===== config.mk =====
export PLATFORM = sky130hd
export DESIGN_NAME = mem_access_unit
export DESIGN_NICKNAME = d
export VERILOG_FILES = /design/src/rtl/rv32_mem_pkg.sv /design/src/rtl/load_extend.sv /design/src/rtl/mem_access_unit.sv
export SDC_FILE = /design/constraint.sdc
export NUM_CORES = 1
export LEC_CHECK = 0
export CORE_ASPECT_RATIO = 1.1
export CORE_MARGIN = 2
export CORE_UTILIZATION = 49
export DETAILED_ROUTE_END_ITERATION = 10
export PLACE_DENSITY = 0.94
export SLEW_MARGIN = 40
export SYNTH_ARGS = -nofsm -noshare
export SYNTH_HDL_FRONTEND = slang
export SYNTH_SLANG_ARGS = --single-unit

===== constraint.sdc =====
create_clock -name CLK -period 3.8 [get_ports CLK]
set_clock_uncertainty 0.15 [all_clocks]
set_input_delay 0.95 -clock CLK [delete_from_list [all_inputs] [get_ports CLK]]
set_output_delay 0.95 -clock CLK [all_outputs]
set_load 0.1 [all_outputs]

===== src/rtl/rv32_mem_pkg.sv =====
// rv32_mem_pkg: load/store encodings, request record and alignment helpers for the MEM stage.
package rv32_mem_pkg;
   localparam logic [2:0] F3_LB  = 3'b000;
   localparam logic [2:0] F3_LH  = 3'b001;
   localparam logic [2:0] F3_LW  = 3'b010;
   localparam logic [2:0] F3_LBU = 3'b100;
   localparam logic [2:0] F3_LHU = 3'b101;
   localparam logic [1:0] SZ_B = 2'b00;
   localparam logic [1:0] SZ_H = 2'b01;
   localparam logic [1:0] SZ_W = 2'b10;
   localparam int RD_EN_BIT = 3;
   localparam int WR_EN_BIT = 2;
   typedef enum logic [1:0] {IDLE, ACCESS, ERR} state_t;
   typedef struct packed {
      logic [3:0]  ren;
      logic [2:0]  wen;
      logic [31:0] addr;
      logic [31:0] data;
      logic [4:0]  rd;
      logic        we;
   } mem_req_t;
   function automatic logic misaligned(input logic [1:0] sz, input logic [1:0] a);
      return (sz == SZ_H && a[0]) || (sz == SZ_W && a != 2'b00);
   endfunction
   function automatic logic [31:0] store_align(input logic [1:0] sz, input logic [31:0] d);
      return sz == SZ_B ? {4{d[7:0]}} : sz == SZ_H ? {2{d[15:0]}} : d;
   endfunction
endpackage


===== src/rtl/load_extend.sv =====
// load_extend: selects the addressed byte/half of a cache word and sign- or zero-extends it.
module load_extend
   import rv32_mem_pkg::*;
(
   input  logic [2:0]  funct3,
   input  logic [1:0]  offset,
   input  logic [31:0] word,
   output logic [31:0] result
);
   logic [7:0]  b;
   logic [15:0] h;
   assign b = word[{offset, 3'b000} +: 8];
   assign h = word[{offset[1], 4'b0000} +: 16];
   assign result = funct3 == F3_LW  ? word :
                   funct3 == F3_LB  ? {{24{b[7]}}, b} :
                   funct3 == F3_LBU ? {24'b0, b} :
                   funct3 == F3_LH  ? {{16{h[15]}}, h} :
                   funct3 == F3_LHU ? {16'b0, h} : word;
endmodule


===== src/rtl/mem_access_unit.sv =====
// mem_access_unit: RV32 MEM stage - data-cache handshake, store alignment, load extension, MEM/WB register.
module mem_access_unit
   import rv32_mem_pkg::*;
#(
   parameter int TIMEOUT_CYCLES = 1024,
   parameter int CNT_W = 32
)(
   input  logic             CLK,
   input  logic             RESET,
   input  logic             EX_VALID,
   input  logic [31:0]      EX_ALU_OUT,
   input  logic [31:0]      EX_STORE_DATA,
   input  logic [4:0]       EX_RD,
   input  logic             EX_REG_WRITE_EN,
   input  logic [3:0]       EX_MEM_READ,
   input  logic [2:0]       EX_MEM_WRITE,
   output logic [3:0]       memReadEn,
   output logic [2:0]       memWriteEn,
   output logic [31:0]      DATA_CACHE_ADDR,
   output logic [31:0]      DATA_CACHE_DATA,
   input  logic [31:0]      DATA_CACHE_READ_DATA,
   input  logic             DATA_CACHE_BUSY_WAIT,
   output logic             STALL,
   output logic [31:0]      WB_RESULT,
   output logic [4:0]       WB_RD,
   output logic             WB_REG_WRITE_EN,
   output logic             MISALIGN,
   output logic             BUS_ERR,
   output logic [CNT_W-1:0] STALL_COUNT
);
   localparam int TW = $clog2(TIMEOUT_CYCLES + 1);
   state_t        state;
   mem_req_t      req_d, req_q, cur;
   logic [TW-1:0] wait_cnt;
   logic          rd_req, wr_req, mis, issue, act, done;
   logic [31:0]   load_data;
   assign rd_req = EX_MEM_READ[RD_EN_BIT];
   assign wr_req = EX_MEM_WRITE[WR_EN_BIT] & ~rd_req;
   assign mis = EX_VALID & (rd_req ? misaligned(EX_MEM_READ[1:0], EX_ALU_OUT[1:0])
                                   : wr_req & misaligned(EX_MEM_WRITE[1:0], EX_ALU_OUT[1:0]));
   assign issue = EX_VALID & (rd_req | wr_req) & ~mis;
   assign req_d = '{ren:  rd_req ? EX_MEM_READ : 4'b0,
                    wen:  wr_req ? EX_MEM_WRITE : 3'b0,
                    addr: EX_ALU_OUT,
                    data: store_align(EX_MEM_WRITE[1:0], EX_STORE_DATA),
                    rd:   EX_RD,
                    we:   EX_VALID & EX_REG_WRITE_EN & ~mis};
   // The captured request keeps the cache interface stable for the whole miss.
   assign cur = state == ACCESS ? req_q : req_d;
   assign act = RESET & (state == ACCESS || (state == IDLE && issue));
   assign STALL = act & DATA_CACHE_BUSY_WAIT;
   assign done = (state == IDLE || state == ACCESS) & ~STALL;
   assign memReadEn = act ? cur.ren : 4'b0;
   assign memWriteEn = act ? cur.wen : 3'b0;
   assign DATA_CACHE_ADDR = act ? cur.addr : 32'b0;
   assign DATA_CACHE_DATA = act && cur.wen[WR_EN_BIT] ? cur.data : 32'b0;
   load_extend u_ext (
      .funct3(cur.ren[2:0]),
      .offset(cur.addr[1:0]),
      .word  (DATA_CACHE_READ_DATA),
      .result(load_data)
   );
   always_ff @(posedge CLK or negedge RESET) begin
      if (!RESET) begin
         state           <= IDLE;
         req_q           <= '0;
         wait_cnt        <= '0;
         WB_RESULT       <= '0;
         WB_RD           <= '0;
         WB_REG_WRITE_EN <= 1'b0;
         MISALIGN        <= 1'b0;
         BUS_ERR         <= 1'b0;
         STALL_COUNT     <= '0;
      end else begin
         MISALIGN <= state == IDLE && mis;
         WB_REG_WRITE_EN <= done & cur.we;
         if (STALL) STALL_COUNT <= STALL_COUNT + CNT_W'(1);
         if (done) begin
            WB_RESULT <= cur.ren[RD_EN_BIT] ? load_data : cur.addr;
            WB_RD     <= cur.rd;
         end
         case (state)
            IDLE: if (STALL) begin
               req_q    <= req_d;
               wait_cnt <= TW'(1);
               state    <= ACCESS;
            end
            ACCESS: if (!DATA_CACHE_BUSY_WAIT) state <= IDLE;
            else if (wait_cnt >= TW'(TIMEOUT_CYCLES - 1)) begin
               state   <= ERR;
               BUS_ERR <= 1'b1;
            end else wait_cnt <= wait_cnt + TW'(1);
            default: state <= IDLE;
         endcase
      end
   end
endmodule


==> metrics.txt <==
status finished, final reports clean; vias in the first global route 10020; clk root buf clkbuf_16; Die X 134.4 µm; Core ar. 18350 µm²; r2r worst-path depth 8; DRC Markers 0; multi-input logic area 5519 µm²; post-place instance area 13450 µm²; Skew-Pair Late Insertion Delay about 0.43 ns; pwr dens 464.5 nW/µm²; antenna-violating nets left 0; share of cells above drive strength 1 28.64%; first-pass GRT wire length 54950 µm; final hold viol count 0; pre-CTS setup slack -0.4098 ns; Register Area 4054 µm²; Primary FF master, synth dfrtp_1; Synth Net Count roughly 1100; Worst Path Max Fanout 6; EDFF count, synth 0; hold wc startpoint req_q[48]$_DFFE_PN0P_; Cell Rows between 50 and 60; Syn Area/Cell 8.865 µm²; gpl congestion 0.9183; Worst-Margin Slew 0.7156 ns; final instance area around 15000 µm²; grt ovf 0; Die Y approximately 150 µm; HPWL after detailed placement 23690 µm; post-synthesis cell type count 71; initial antenna violation count 1; max cap viols 0; slew margin rel. 52.30%; HP Class reg2reg; Mapped Area 9166 µm²; Worst setup SP type input pin; Setup WS post-layout about 0.016 ns; Starting Density about half; vias just under 10000; Max Buffers Root-to-Sink 2; Final TNS setup 0 ns; CTS H-Tree Depth 4; share of flip-flops with an asynchronous set or reset 100.0%; most frequent cells in the layout nand2_1 (296), dfrtp_1 (162), buf_4 (112); post-synthesis sequential area ratio between 40% and 50%; crit path time final 3.784 ns; DRT Pass-1 Iters 6; most common cell after layout, fill and taps aside nand2_1; unrepaired setup endpoints after global routing yes; arrival time worst endpoint ~2.7 ns; wire per inst 22.34 µm; worst-case vdd ir drop 0.3721 mV; die area 19820 µm²; R2R Path End WB_RESULT[2]$_DFFE_PN0P_; CP Capture Type primary output; CTS tree built; Pleak 6.447 nW; Syn. warnings 0; Crit path required time 2.70 ns; reg-to-reg critical path startpoint state[1]$_DFFE_PN0P_; nets roughly 1400; fin crit share 99.58%; hold path endpoint req_q[48]$_DFFE_PN0P_; IO Port Bufs 256; CTS Hold Bufs 0; Fill cells 1067; area grow syn2layout 58.34%; Slew Limit Fails 0; worst hold path depth 2; Final setup viols 0; fmax 264.3 MHz; Gate Count Post-Synth slightly above 1000; Post-Route WL 35260 µm; io pins 257; total track usage 35.51%; clock-pin slew on the worst setup and hold paths ~0.070 ns; Setup CP Type in2out; 1st-iter DRT viols 1172; Via-to-Cell Ratio 6.165; largest net degree at the start of global routing 80; CTS buffer count 17; Reg2Reg Setup Slack 0.50 ns; FF+latch count, synth about 160; clock sink count ~160
==> cells by family (layout without fill, tap and decap cells) <==
kind of cell / count (synthesis) / after routing / synth area share, %
buffers and inverters: 73 / 373 / 4.109
xor gates and xnor gates: 40 / 40 / 3.822
adders and majority gates: 2 / 2 / 0.2730
and+or+nand+nor: 492 / 492 / 23.37
AOI/OAI and AO/OA: 186 / 186 / 15.04
muxes: 79 / 79 / 9.159
DFF: 162 / 162 / 44.23
other: 0 / 1 / 0
==> worst max-delay path, cell delays in order <==
cell,delay (ns)
buf_8,0.10
and4bb_1,0.27
o21ai_2,0.08
a221o_2,0.36
a32o_2,0.31
nand2_8,0.12
buf_12,0.16
buf_12,0.12
a21oi_4,0.04
buf_12,0.17
==> metal layers <==
layer / up-vias / routed length [µm] / share of wire (%) / track usage [%]
met5: - / 0 / 0 / 0
met4: 0 / 1720 / 4.9 / 15.95
met3: 168 / 3549 / 10 / 8.539
met2: 708 / 17640 / 50 / 60.61
met1: 4705 / 12350 / 35 / 42.60
li1: 4148 / - / - / -
==> area by class of cell <==
type,count,area share [%]
multi-input combinational,799,38.03
sequential,162,27.93
timing repair buffer,334,27.27
clock buffer,20,3.216
tap,243,2.095
clock inverter,11,1.216
inverter,8,0.2328
antenna,1,0.01724
==> power breakdown <==
group | leakage [nW] | total (mW) | switching (mW) | internal [mW]
logic | 4.06 | 2.59 | 1.82 | 0.777
clock network | 0.313 | 1.90 | 0.739 | 1.16
registers | 2.07 | 2.25 | 0.230 | 2.02
total | 6.45 | 6.74 | 2.79 | 3.96
==> synthesized netlist by cell type, drive strengths merged, types with 3 or more instances <==
library cell  instances  area [µm²]
nand2b                3       18.77
inv                   8       30.03
buf                  46       275.3
a211oi               19       147.6
nor3                 11       70.07
a22o                  7       61.31
mux2i                72       745.7
dfrtp               162        4054
o21ai                53       272.8
a21o                  6       45.04
o41ai                 3       82.58
nor2                 83       311.6
o211ai               18       185.2
and2                  8       50.05
or3                  18       112.6
a221o                 8       81.33
nor4                  4       37.53
o22a                  5       43.79
xnor2                24       210.2
and4                  4       35.03
nand3                30       155.1
a31oi                10       68.81
nand2               297        1115
a21oi                40       204.0
clkbuf               19       71.32
mux2                  6       71.31
xor2                 16       140.1
nand4                 8       50.05
and3                 14       87.58
==> through the flow <==
| step | hold WS [ns] | util [%] | std cells | power [mW] |
|---|---|---|---|---|
| CTS | 0.3283 | 78.42 | 1575 | 6.674 |
| floorplan | 0.2954 | - | 1034 | 3.929 |
| global placement | 0.3064 | 73.64 | 1530 | 4.655 |
| finish | 0.3296 | 79.11 | 1578 | 6.742 |
| global route | 0.3531 | 79.09 | 1577 | 6.950 |
| detailed placement | 0.3119 | 73.30 | 1530 | 4.722 |
==> worst max path at each step <==
stage | startpoint | end | cells past startpoint
detailed placement | EX_MEM_WRITE[0] | DATA_CACHE_ADDR[3] | 9
floorplan | EX_MEM_READ[3] | DATA_CACHE_ADDR[3] | 9
global route | EX_MEM_READ[3] | DATA_CACHE_DATA[5] | 10
finish | EX_MEM_READ[3] | DATA_CACHE_DATA[5] | 10
CTS | EX_MEM_READ[3] | DATA_CACHE_ADDR[13] | 11
global placement | EX_MEM_WRITE[0] | DATA_CACHE_ADDR[5] | 9
==> registers in the layout, summed over array words and instances, names as in the netlist <==
signal and cells:
WB_RESULT 32, state 2, req_q 77, BUS_ERR 1
wait_cnt 11, STALL_COUNT 32, WB_RD 5, MISALIGN 1
WB_REG_WRITE_EN 1
==> timing repair <==
action                                 4_1_cts  5_1_grt
endpoints found under the hold margin        0        0
resized for setup                           46       18
buffers inserted                             9        2
pin swaps                                   11       20
cloned                                       5        1
setup endpoints to repair                   72       51
Note: power is estimated with default switching activity, not from simulation.
